`config.mk`:
```
export PLATFORM = sky130hd
export DESIGN_NAME = mix_columns_engine_flat
export DESIGN_NICKNAME = d
export VERILOG_FILES = /design/src/rtl/mix_columns_engine_if.sv /design/src/rtl/mix_columns_engine.sv /design/src/flat_wrapper.sv
export SDC_FILE = /design/constraint.sdc
export NUM_CORES = 1
export LEC_CHECK = 0
export CORE_MARGIN = 2
export CORE_UTILIZATION = 45
export CTS_CLUSTER_SIZE = 20
export DETAILED_ROUTE_END_ITERATION = 8
export PLACE_DENSITY = 0.84
export SLEW_MARGIN = 5
export SYNTH_ARGS = -nofsm -noshare
export SYNTH_HDL_FRONTEND = slang
export SYNTH_SLANG_ARGS = --single-unit
```
`constraint.sdc`:
```
create_clock -name clk -period 9.73 [get_ports clk]
set_input_delay 0.973 -clock clk [delete_from_list [all_inputs] [get_ports clk]]
set_output_delay 0.973 -clock clk [all_outputs]
set_load 0.01 [all_outputs]
```
`src/rtl/mix_columns_engine_if.sv`:
```
// rtl/mix_columns_engine_if.sv - state-in / result-out handshake bundle for mix_columns_engine
interface mix_columns_engine_if #(
  parameter int COLS = 4
);
  logic                in_valid;
  logic                in_ready;
  logic                in_inverse;
  logic [32*COLS-1:0]  in_state;
  logic                out_valid;
  logic                out_ready;
  logic [32*COLS-1:0]  out_state;

  modport master (
    output in_valid, in_inverse, in_state, out_ready,
    input  in_ready, out_valid, out_state
  );

  modport slave (
    input  in_valid, in_inverse, in_state, out_ready,
    output in_ready, out_valid, out_state
  );
endinterface

```
`src/rtl/mix_columns_engine.sv`:
```
// rtl/mix_columns_engine.sv - iterative AES MixColumns/InvMixColumns over COLS columns, LANES per cycle
module mix_columns_engine #(
  parameter int COLS  = 4,
  parameter int LANES = 1
) (
  input  logic               clk,
  input  logic               rst_n,
  mix_columns_engine_if.slave bus,
  output logic               busy
);
  localparam int W  = 32 * COLS;
  localparam int CW = $clog2(COLS) + 1;

  generate
    if (LANES < 1 || (COLS % ((LANES < 1) ? 1 : LANES)) != 0) begin : g_bad_cfg
      $error("mix_columns_engine: LANES must be >= 1 and divide COLS");
    end
  endgenerate

  typedef enum logic [1:0] {IDLE, CALC, DONE} state_t;

  state_t          state, state_nxt;
  logic [W-1:0]    work, work_nxt;
  logic            mode, mode_nxt;
  logic [CW-1:0]   col_idx, col_idx_nxt;
  logic [31:0]     lane_in  [LANES];
  logic [31:0]     lane_out [LANES];

  function automatic logic [7:0] xtime(input logic [7:0] a);
    return {a[6:0], 1'b0} ^ (a[7] ? 8'h1b : 8'h00);
  endfunction

  // Both matrices share the x2/x4/x8 chain; the mode bit only selects the final XOR terms.
  function automatic logic [31:0] mix_col(input logic [31:0] col, input logic inv);
    logic [7:0] s  [4];
    logic [7:0] x2 [4];
    logic [7:0] x4 [4];
    logic [7:0] x8 [4];
    logic [7:0] fwd_b, inv_b;
    logic [31:0] res;
    res = '0;
    for (int i = 0; i < 4; i++) begin
      s[i]  = col[31-8*i -: 8];
      x2[i] = xtime(s[i]);
      x4[i] = xtime(x2[i]);
      x8[i] = xtime(x4[i]);
    end
    for (int r = 0; r < 4; r++) begin
      fwd_b = x2[r] ^ (x2[(r+1)%4] ^ s[(r+1)%4]) ^ s[(r+2)%4] ^ s[(r+3)%4];
      inv_b = (x8[r] ^ x4[r] ^ x2[r])
            ^ (x8[(r+1)%4] ^ x2[(r+1)%4] ^ s[(r+1)%4])
            ^ (x8[(r+2)%4] ^ x4[(r+2)%4] ^ s[(r+2)%4])
            ^ (x8[(r+3)%4] ^ s[(r+3)%4]);
      res[31-8*r -: 8] = inv ? inv_b : fwd_b;
    end
    return res;
  endfunction

  // Lane l works on column col_idx+l; the selects use constant slices only.
  always_comb begin
    for (int l = 0; l < LANES; l++) begin
      lane_in[l] = '0;
      for (int c = 0; c < COLS; c++) begin
        if (col_idx + CW'(l) == CW'(c)) begin
          lane_in[l] = work[32*(COLS-1-c) +: 32];
        end
      end
    end
  end

  generate
    for (genvar g = 0; g < LANES; g++) begin : g_lane
      assign lane_out[g] = mix_col(lane_in[g], mode);
    end
  endgenerate

  always_ff @(posedge clk or negedge rst_n) begin
    if (!rst_n) begin
      state   <= IDLE;
      work    <= '0;
      mode    <= 1'b0;
      col_idx <= '0;
    end else begin
      state   <= state_nxt;
      work    <= work_nxt;
      mode    <= mode_nxt;
      col_idx <= col_idx_nxt;
    end
  end

  always_comb begin
    state_nxt   = state;
    work_nxt    = work;
    mode_nxt    = mode;
    col_idx_nxt = col_idx;
    case (state)
      IDLE: begin
        if (bus.in_valid) begin
          work_nxt    = bus.in_state;
          mode_nxt    = bus.in_inverse;
          col_idx_nxt = '0;
          state_nxt   = CALC;
        end
      end
      CALC: begin
        for (int c = 0; c < COLS; c++) begin
          for (int l = 0; l < LANES; l++) begin
            if (col_idx + CW'(l) == CW'(c)) begin
              work_nxt[32*(COLS-1-c) +: 32] = lane_out[l];
            end
          end
        end
        col_idx_nxt = col_idx + CW'(LANES);
        if (col_idx + CW'(LANES) == CW'(COLS)) begin
          state_nxt = DONE;
        end
      end
      DONE: begin
        if (bus.out_ready) begin
          state_nxt = IDLE;
        end
      end
      default: state_nxt = IDLE;
    endcase
  end

  assign bus.in_ready  = (state == IDLE);
  assign bus.out_valid = (state == DONE);
  assign bus.out_state = work;
  assign busy          = (state == CALC);

endmodule
```
`src/flat_wrapper.sv`:
```
// flat-port wrapper written by rule: the top's interface ports become plain ports
module mix_columns_engine_flat 
#(
  parameter int COLS  = 4,
  parameter int LANES = 1
)
  (clk, rst_n, busy, bus_in_valid, bus_in_inverse, bus_in_state, bus_out_ready, bus_in_ready, bus_out_valid, bus_out_state);
  mix_columns_engine_if #(.COLS(COLS)) bus_i ();
  input  logic clk;
  input  logic rst_n;
  output logic busy;
  input wire logic [$bits(bus_i.in_valid)-1:0] bus_in_valid;
  input wire logic [$bits(bus_i.in_inverse)-1:0] bus_in_inverse;
  input wire logic [$bits(bus_i.in_state)-1:0] bus_in_state;
  input wire logic [$bits(bus_i.out_ready)-1:0] bus_out_ready;
  output wire logic [$bits(bus_i.in_ready)-1:0] bus_in_ready;
  output wire logic [$bits(bus_i.out_valid)-1:0] bus_out_valid;
  output wire logic [$bits(bus_i.out_state)-1:0] bus_out_state;
  assign bus_i.in_valid = bus_in_valid;
  assign bus_i.in_inverse = bus_in_inverse;
  assign bus_i.in_state = bus_in_state;
  assign bus_i.out_ready = bus_out_ready;
  assign bus_in_ready = bus_i.in_ready;
  assign bus_out_valid = bus_i.out_valid;
  assign bus_out_state = bus_i.out_state;
  mix_columns_engine #(.COLS(COLS), .LANES(LANES)) u_core (.clk(clk), .rst_n(rst_n), .bus(bus_i), .busy(busy));
endmodule
```
==> flow_metrics.py <==
metrics = {
    "setup_path": {
        "required_ns": 9.99,
        "worstSetupStartpoint": "u_core.col_idx[0]$_DFFE_PN0P_",
        "timing.rr.start": "u_core.col_idx[0]$_DFFE_PN0P_",
        "ff2ff_path_depth": 12,
        "cp-start-kind": "flop",
        "endpoint": "u_core.bus.out_state[12]$_DFFE_PN0P_",
        "cp.arrival_ns": 5.34,
        "worstSetupEndpointType": "flop",
        "crit_fanout": 22,
        "critical_path_class": "reg2reg",
        "r2r_slack_ns": 4.65,
        "rr_endpoint": "u_core.bus.out_state[12]$_DFFE_PN0P_",
    },
    "grt": {
        "grt_pass1_wl_um": 61100,
        "antenna_found_initial": 0,
        "grt_max_degree": 82,
        "overflow": 0,
        "groute.usage.overall_pct": 33.4,
        "grt_pass1_vias": 10300,
    },
    "sta": {
        "setup_viol": 0,
        "hold_viol": 0,
        "maxSlewHeadroom_pct": 29.3,
        "clock_skew_ns": 0.00922,
        "slew_viol_final": 0,
        "rsz0062_at_grt": "false",
        "worstMarginPinSlew_ns": 1.06,
        "fmax_mhz": 197,
        "period_minus_slack_ns": 5.08,
        "fin_crit_sh_pct": 52.2,
        "setup_tns_ns": 0,
    },
    "placed_design": {
        "port_buffers": 263,
        "gp_congestion": 0.996,
        "dp_hpwl_um": 29800,
    },
    "layout": {
        "layout.nets": 1510,
        "multiInputGateArea_sq_um": 6570,
        "final_common_cell": "clkdlybuf4s50_1",
        "area.sequential_sq_um": 3350,
        "drive_above_1_share_pct": 7.67,
        "antenna_cells": 0,
        "areaGrowthSynthToFinish_pct": 33.1,
        "fillers": 1917,
        "layout_common_cells": "262 x clkdlybuf4s50_1, 152 x nor2_1, 144 x xnor2_1",
    },
    "logic_synthesis": {
        "synthCells": 1149,
        "synth_area_sq_um": 10300,
        "synth_edf_count": 0,
        "ys_ff_latch": 134,
        "avgSynthCellArea_sq_um": 8.96,
        "synth_flop_cell": "dfrtp_1",
        "yosysWarnings": 0,
        "syn_nets": 1288,
        "synthArstFlopShare_pct": 100,
        "synth_cell_types": 70,
        "ys_seq_area_share_pct": 32.6,
    },
    "drt": {
        "firstDrtPassIters": 8,
        "drt-total-wl_um": 40600,
        "vias": 10500,
        "avgRoutedWirePerCell_um": 24.3,
        "detail-route-antenna-nets": 0,
        "drtIter0Drc": 1274,
        "drc": 0,
        "viasPerCell": 6.28,
    },
    "floorplan": {
        "start_util_pct": 45.6,
        "die_area_sq_um": 24100,
        "num_rows": 55,
        "ios": 264,
        "die_h_um": 155,
        "coreArea_sq_um": 22600,
        "die_w_um": 155,
    },
    "clocking": {
        "cts_buffers": 17,
        "cts.path.max_buffers": 2,
        "postCtsHoldBufs": 0,
        "cts.clk_slew.worst_paths_ns": 0.06,
        "cts_tree": "built",
        "cts-root-buf": "clkbuf_16",
        "clock_sinks": 134,
        "clk-insertion-delay-late_ns": 0.43,
        "cts-resized-gates": 0,
        "post_cts_buffers": 0,
        "cts.htree.levels": 4,
    },
    "hold_path": {
        "hp-start": "u_core.bus.out_state[34]$_DFFE_PN0P_",
        "hp-class": "reg2reg",
    },
    "outcome": {
        "status": "completed",
    },
    "job": {
        "maxCapViolCount": 0,
    },
}
[metrics by stage]
stage          util, %  hold WS [ns]  std cells  setup slack, ns  instance area [sq um]
3_3_place_gp      58.1         0.514       1637             5.01                  13100
2_1_floorplan        -         0.521       1149             6.17                  10300
4_1_cts           60.7         0.551       1667             4.81                  13700
3_5_place_dp      58.1         0.532       1637             4.85                  13100
5_1_grt           60.7         0.583       1667             4.49                  13700
6_report          60.7         0.557       1667             4.65                  13700
[worst min path at each step]
stage / endpoint / slack (ns) / cells past startpoint
after CTS: u_core.bus.out_state[122]$_DFFE_PN0P_ / 0.55 / 2
final: u_core.bus.out_state[34]$_DFFE_PN0P_ / 0.56 / 2
after global routing: u_core.bus.out_state[90]$_DFFE_PN0P_ / 0.58 / 2
after global placement: u_core.bus.out_state[34]$_DFFE_PN0P_ / 0.51 / 2
after floorplan: u_core.col_idx[2]$_DFFE_PN0P_ / 0.52 / 2
after detailed placement: u_core.bus.out_state[98]$_DFFE_PN0P_ / 0.53 / 2
[worst max-delay path: stages, from the launching register on]
cell and delay (ns):
dfrtp_1 0.45, inv_1 0.11, ha_1 0.61, nor2b_4 0.76, a221oi_1 0.19, a2bb2oi_1 0.25
xnor2_1 0.77, xnor3_1 0.34, nor3_1 0.28, nor2_1 0.15, and4b_1 0.23, nor4b_2 0.61
a21oi_1 0.17
[cell families after synthesis]
family | count (synthesis) | share of synthesized area, %
DFF | 134 | 32.6
AOI/OAI and AO/OA | 358 | 23.9
adders and majority gates | 6 | 0.729
buffers and inverters | 92 | 4.22
muxes | 9 | 0.924
and+or+nand+nor | 335 | 14.5
xor gates and xnor gates | 215 | 23.2
[layer usage]
layer	wire length, um	share of wire [%]	track usage, %	vias up
met3	4170	10	6.91	131
met5	0	0	0	-
li1	-	-	-	4537
met2	18800	46	52.8	729
met4	1710	4.2	12.8	0
met1	15900	39	45.4	5065
[synth_stat cells (5+ instances only)]
cell | number | share of area, %
nor3_1 | 19 | 0.92
a2bb2oi_1 | 5 | 0.43
nand2_1 | 96 | 3.5
a221oi_1 | 29 | 2.5
xor2_1 | 32 | 2.7
nand2b_1 | 12 | 0.73
o21ai_0 | 39 | 1.9
buf_1 | 6 | 0.22
buf_6 | 7 | 0.77
dfrtp_1 | 134 | 33
mux2i_1 | 7 | 0.68
clkbuf_1 | 48 | 1.8
a2bb2oi_2 | 10 | 1.5
nor2b_1 | 6 | 0.36
a211oi_1 | 18 | 1.3
a21oi_1 | 145 | 7.0
xnor3_1 | 24 | 5.3
buf_4 | 5 | 0.36
and2_1 | 10 | 0.61
a21o_1 | 5 | 0.36
xnor2_1 | 144 | 12
a221o_1 | 8 | 0.78
a221oi_2 | 6 | 0.88
nor2_1 | 152 | 5.5
buf_2 | 14 | 0.68
o211ai_1 | 14 | 1.0
ha_1 | 6 | 0.73
a31oi_1 | 40 | 2.4
nand3_1 | 13 | 0.63
nand3b_1 | 8 | 0.58
inv_1 | 12 | 0.44
[sequential cells by signal (all words and copies together), names as in the netlist]
name                  cells
u_core.bus.out_state    128
u_core.col_idx            3
u_core.state              2
u_core.mode               1
[area by class of cell]
class / instances / share of cell area (%)
well taps: 285 / 2.60
flip-flops and latches: 134 / 24.5
repair buffers: 283 / 20.3
multi-input cells: 923 / 47.9
clock buffers: 17 / 3.10
inverters: 12 / 0.329
clock inverters: 13 / 1.27
Power is not shown: default switching activity piles up to over one toggle a cycle in this logic, so the estimate is an artifact.
